File: config.mk
export PLATFORM = sky130hd
export DESIGN_NAME = demux_scan_sequencer
export DESIGN_NICKNAME = d
export VERILOG_FILES = /design/src/rtl/demux_scan_pkg.sv /design/src/rtl/demux_next_chan.sv /design/src/rtl/demux_scan_sequencer.sv
export SDC_FILE = /design/constraint.sdc
export NUM_CORES = 1
export LEC_CHECK = 0
export BUFFER_PORTS_ARGS = -buffer_cell sky130_fd_sc_hd__clkbuf_2
export CORE_UTILIZATION = 35
export CTS_CLUSTER_SIZE = 24
export DETAILED_ROUTE_END_ITERATION = 7
export PLACE_DENSITY = 0.54
export SYNTH_ARGS = -nofsm -noshare
export SYNTH_HDL_FRONTEND = slang
export SYNTH_SLANG_ARGS = --single-unit
File: constraint.sdc
create_clock -name clk -period 2.7 [get_ports clk]
set_clock_uncertainty 0.2 [all_clocks]
set_input_delay 0.27 -clock clk [delete_from_list [all_inputs] [get_ports clk]]
set_output_delay 0.27 -clock clk [all_outputs]
set_load 0.02 [all_outputs]
File: src/rtl/demux_scan_pkg.sv
// Shared types and constants for the demux scan sequencer.
package demux_scan_pkg;

  localparam int unsigned NUM_CH = 8;
  localparam int unsigned SEL_W  = 4;
  localparam int unsigned IDX_W  = 3;

  typedef enum logic [1:0] {
    StIdle   = 2'd0,
    StSetup  = 2'd1,
    StActive = 2'd2
  } scan_state_e;

endpackage

File: src/rtl/demux_next_chan.sv
// Priority search over the channel mask: lowest enabled index and next enabled index above cur.
module demux_next_chan
  import demux_scan_pkg::*;
(
  input  logic [NUM_CH-1:0] mask,
  input  logic [IDX_W-1:0]  cur,
  output logic [IDX_W-1:0]  next_idx,
  output logic              next_found,
  output logic [IDX_W-1:0]  first_idx
);

  // Descending walk so the last hit is the lowest qualifying index.
  always_comb begin
    next_idx   = '0;
    next_found = 1'b0;
    first_idx  = '0;
    for (int i = NUM_CH - 1; i >= 0; i--) begin
      if (mask[i]) begin
        first_idx = IDX_W'(i);
        if (IDX_W'(i) > cur) begin
          next_idx   = IDX_W'(i);
          next_found = 1'b1;
        end
      end
    end
  end

endmodule

File: src/rtl/demux_scan_sequencer.sv
// Drives demux_1_8 strobe/select: scans enabled channels, dwell-timed pulses with a one-cycle gap.
module demux_scan_sequencer
  import demux_scan_pkg::*;
#(
  parameter int unsigned DWELL_W = 8
) (
  input  logic               clk,
  input  logic               rst,
  input  logic               start,
  input  logic               stop,
  input  logic [NUM_CH-1:0]  mask,
  input  logic [DWELL_W-1:0] dwell,
  input  logic               continuous,
  output logic               i_out,
  output logic [SEL_W-1:0]   sel,
  output logic               busy,
  output logic               done
);

  scan_state_e        state_q;
  logic [NUM_CH-1:0]  mask_q;
  logic [DWELL_W-1:0] dwell_q;
  logic               cont_q;
  logic [DWELL_W-1:0] cnt_q;
  logic               i_out_q;
  logic [IDX_W-1:0]   sel_q;
  logic               busy_q;
  logic               done_q;

  logic [NUM_CH-1:0]  search_mask;
  logic [IDX_W-1:0]   next_idx;
  logic               next_found;
  logic [IDX_W-1:0]   first_idx;
  logic [DWELL_W-1:0] dwell_eff;

  // In IDLE the live mask picks the first channel, since it is latched on the same edge.
  assign search_mask = (state_q == StIdle) ? mask : mask_q;
  assign dwell_eff   = (dwell_q == '0) ? DWELL_W'(1) : dwell_q;

  demux_next_chan u_next_chan (
    .mask       (search_mask),
    .cur        (sel_q),
    .next_idx   (next_idx),
    .next_found (next_found),
    .first_idx  (first_idx)
  );

  always_ff @(posedge clk or posedge rst) begin
    if (rst) begin
      state_q <= StIdle;
      mask_q  <= '0;
      dwell_q <= '0;
      cont_q  <= 1'b0;
      cnt_q   <= '0;
      i_out_q <= 1'b0;
      sel_q   <= '0;
      busy_q  <= 1'b0;
      done_q  <= 1'b0;
    end else begin
      done_q <= 1'b0;
      unique case (state_q)
        StIdle: begin
          i_out_q <= 1'b0;
          if (start && !stop) begin
            mask_q  <= mask;
            dwell_q <= dwell;
            cont_q  <= continuous;
            if (mask == '0) begin
              done_q <= 1'b1;
            end else begin
              state_q <= StSetup;
              sel_q   <= first_idx;
              busy_q  <= 1'b1;
            end
          end
        end
        StSetup: begin
          if (stop) begin
            state_q <= StIdle;
            i_out_q <= 1'b0;
            busy_q  <= 1'b0;
            done_q  <= 1'b1;
          end else begin
            state_q <= StActive;
            i_out_q <= 1'b1;
            cnt_q   <= dwell_eff;
          end
        end
        StActive: begin
          if (stop) begin
            state_q <= StIdle;
            i_out_q <= 1'b0;
            busy_q  <= 1'b0;
            done_q  <= 1'b1;
          end else if (cnt_q <= DWELL_W'(1)) begin
            i_out_q <= 1'b0;
            cnt_q   <= '0;
            if (next_found) begin
              state_q <= StSetup;
              sel_q   <= next_idx;
            end else if (cont_q) begin
              state_q <= StSetup;
              sel_q   <= first_idx;
            end else begin
              state_q <= StIdle;
              busy_q  <= 1'b0;
              done_q  <= 1'b1;
            end
          end else begin
            cnt_q <= cnt_q - DWELL_W'(1);
          end
        end
        default: begin
          state_q <= StIdle;
          i_out_q <= 1'b0;
          busy_q  <= 1'b0;
        end
      endcase
    end
  end

  assign i_out = i_out_q;
  assign sel   = {1'b0, sel_q};
  assign busy  = busy_q;
  assign done  = done_q;

endmodule

==> impl_metrics.env <==
export IMPL_dieArea_sq_um=6474
export IMPL_report_final_setup_viol=0
export IMPL_ir_worst_vdd_mv=0.4716
export IMPL_synth_top_area_cell="dfrtp_1"
export IMPL_syn2layout_area_growth_pct=15.62
export IMPL_chipHeight_um=80.46
export IMPL_min_period_ns=2.450
export IMPL_synth_cell_types=56
export IMPL_fp_coreArea_sq_um=5921
export IMPL_avgSynthCellArea_sq_um=9.247
export IMPL_grt_overflow_total=0
export IMPL_dp_cells=329
export IMPL_synth_flop_cell="dfrtp_1"
export IMPL_cts_tree="yes"
export IMPL_synth_adder_area_share=0.01161
export IMPL_clk_pin_slew_ns=0.07
export IMPL_remaining_drc_errors=0
export IMPL_nNetsFinal=286
export IMPL_syn_nets=256
export IMPL_clock_root_buffer="clkbuf_8"
export IMPL_max_stage_delay_ns=0.52
export IMPL_cts_buffers_inserted=5
export IMPL_synthXorXnorAreaFrac=0
export IMPL_synthArstFlopShare=1.000
export IMPL_grt_pass1_vias=1822
export IMPL_synth_compound_area_share=0.2561
export IMPL_vias=1824
export IMPL_start_util=0.3639
export IMPL_reg2reg_slack_ns=0.25
export IMPL_worstPathCellList="or2_1 > a31oi_1 > nor4bb_4 > a311oi_4 > nor2_2 > mux2i_1"
export IMPL_cts_buffer_depth=2
export IMPL_antenna_found_initial=0
export IMPL_clock_fmax_mhz=408.2
export IMPL_drive_gt1_frac=0.2652
export IMPL_cts_max_level=2
export IMPL_grt_setup_unrepaired="no"
export IMPL_fin_crit_sh=0.9074
export IMPL_p_int_w=0.001728
export IMPL_setup_ws_ns=0.2501
export IMPL_pin_count=28
export IMPL_synth_cells=233
export IMPL_required_ns=2.72
export IMPL_hp_class="input port to flop"
export IMPL_synth_top_area_frac=0.3833
export IMPL_hold_viol_final=0
export IMPL_switching_share=0.4303
export IMPL_final_instance_count_excl_fill=339
export IMPL_drv_cap=0
export IMPL_drt_wl_total_mm=4.966
export IMPL_ys_seq_area_frac=0.3833
export IMPL_cp_slowest_cell="dfrtp_1"
export IMPL_start_kind="flop"
export IMPL_ys_top_cells_by_count="dfrtp_1, o21ai_0, a21oi_1, o21ai_1"
export IMPL_yosysMostFrequentCell="dfrtp_1"
export IMPL_cts_resized=0
export IMPL_n_antenna_cell=0
export IMPL_first_iter_violations=103
export IMPL_grt_max_degree=34
export IMPL_crit_type="flop to flop"
export IMPL_fp_dieW_um=80.46
export IMPL_pwr_share_seq=0.326
export IMPL_gp_congestion=0.8429
export IMPL_synthMuxAreaShare=0.09640
export IMPL_synth_top_family_by_area="compound AO/OA/AOI/OAI gates"
export IMPL_grt_use_total=0.1763
export IMPL_power_frac_clock=0.164
export IMPL_endpoint_kind="flop"
export IMPL_synthTopCellsByArea="dfrtp_1, mux2_2, o21ai_0"
export IMPL_power_frac_comb=0.510
export IMPL_ant_nets=0
export IMPL_netlist_area_sq_um=2155
export IMPL_ys_seq_elements=33
export IMPL_tns_ns=0
export IMPL_clock_sinks=33
export IMPL_grt_first_pass_wirelength_mm=8.645
export IMPL_outcome="completed"
export IMPL_cp_data_arrival_time_ns=2.47
export IMPL_post_place_ws_ns=0.2611
export IMPL_slew_violations=0
export IMPL_clk_latency_ns=0.29
export IMPL_port_buffer_count=26
export IMPL_critPathTopFamily="simple AND/OR/NAND/NOR gates"
export IMPL_wl_per_cell_um=14.65
export IMPL_power_density_nw_per_um2=1217
export IMPL_postCtsSetupBuffers=0
export IMPL_cp_num_buf_inv=0
export IMPL_crit_fanout=14
export IMPL_dr_pass1_iters=4
export IMPL_viasPerCell=5.381
export IMPL_p_leak_nw=1.067
export IMPL_yosys_area_share_simple=0.1911
export IMPL_hpwl_mm=3.681
export IMPL_power_switching_w=0.001305
export IMPL_synth_edf_count=0
export IMPL_num_rows=28
export IMPL_yosys_warnings=0
## worst paths after layout
check | from | to | depth (start not counted)
min reg2reg | cnt_q[3]$_DFFE_PP0P_ | cnt_q[3]$_DFFE_PP0P_ | 2
min in group asynchronous | rst | mask_q[5]$_DFFE_PP0P_ | 4
max in group asynchronous | rst | cnt_q[6]$_DFFE_PP0P_ | 4
min | dwell[5] | dwell_q[5]$_DFFE_PP0P_ | 2
max | state_q[1]$_DFFE_PP0P_ | sel_q[2]$_DFFE_PP0P_ | 6
max reg2reg | state_q[1]$_DFFE_PP0P_ | sel_q[2]$_DFFE_PP0P_ | 6
## repair_timing
item | 4_1_cts | 5_1_grt
hold buffers | 2 | 0
endpoints found under the setup margin | 0 | 0
endpoints found under the hold margin | 34 | 0
## power groups by stage
stage	sequential, W	combinational (W)	clock (W)
after floorplan	0.000933	0.00127	0
after global routing	0.00104	0.00173	0.000523
after detailed placement	0.000995	0.00153	0
after CTS	0.000988	0.00155	0.000509
final	0.000990	0.00155	0.000496
after global placement	0.000997	0.00154	0
## routing by layer
layer	part of all wire	wire, um	track usage	vias to the layer above
met5	0	0	0	-
met4	0.014	70	0.06786	0
met3	0.043	213	0.03182	6
met2	0.43	2121	0.2517	45
met1	0.52	2560	0.2599	858
li1	-	-	-	915
## metrics by stage
stage	cell area [sq um]	total power, W	utilization	hold WS [ns]
CTS	2491	0.003043	0.4208	0.001229
global placement	2355	0.002541	0.3977	0.1690
global route	2491	0.003292	0.4208	0.01530
finish	2491	0.003032	0.4208	0.009016
detailed placement	2355	0.002530	0.3977	0.1824
floorplan	2155	0.002206	-	0.1868
## state kept, by name (all words and copies together), names as in the netlist
signal,count
cnt_q,8
dwell_q,8
mask_q,8
sel_q,3
state_q,2
busy,1
cont_q,1
done,1
i_out,1
## kinds of logic (layout without fill, tap and decap cells)
| group | count (synthesis) | after routing |
|---|---|---|
| compound gates | 88 | 88 |
| other cells | 1 | 1 |
| simple gates | 65 | 65 |
| mux | 19 | 19 |
| fa+ha+maj | 2 | 2 |
| flops | 33 | 33 |
| buf+inv | 25 | 56 |
## final cells by class
class                      instances  area, sq um
timing repair buffer              36        210.2
tap                               75        93.84
sequential                        33        825.8
multi-input combinational        175         1200
fill                             607         3430
clock buffer                       7        86.33
clock inverter                     1        30.03
inverter                          12        45.04
## placed cells by master, fill, tap and decap left out, drive strengths merged, types with 3 or more instances in the layout
cell    instances
or2             3
nor2           15
nor3            5
mux2           14
nor4            4
nand2          12
o21ai          39
a211oi          5
buf             8
clkbuf         33
a31oi           4
a21oi          21
or3b            5
dfrtp          33
nand2b          8
inv            12
mux2i           5
Power figures use the tool's default switching activity.
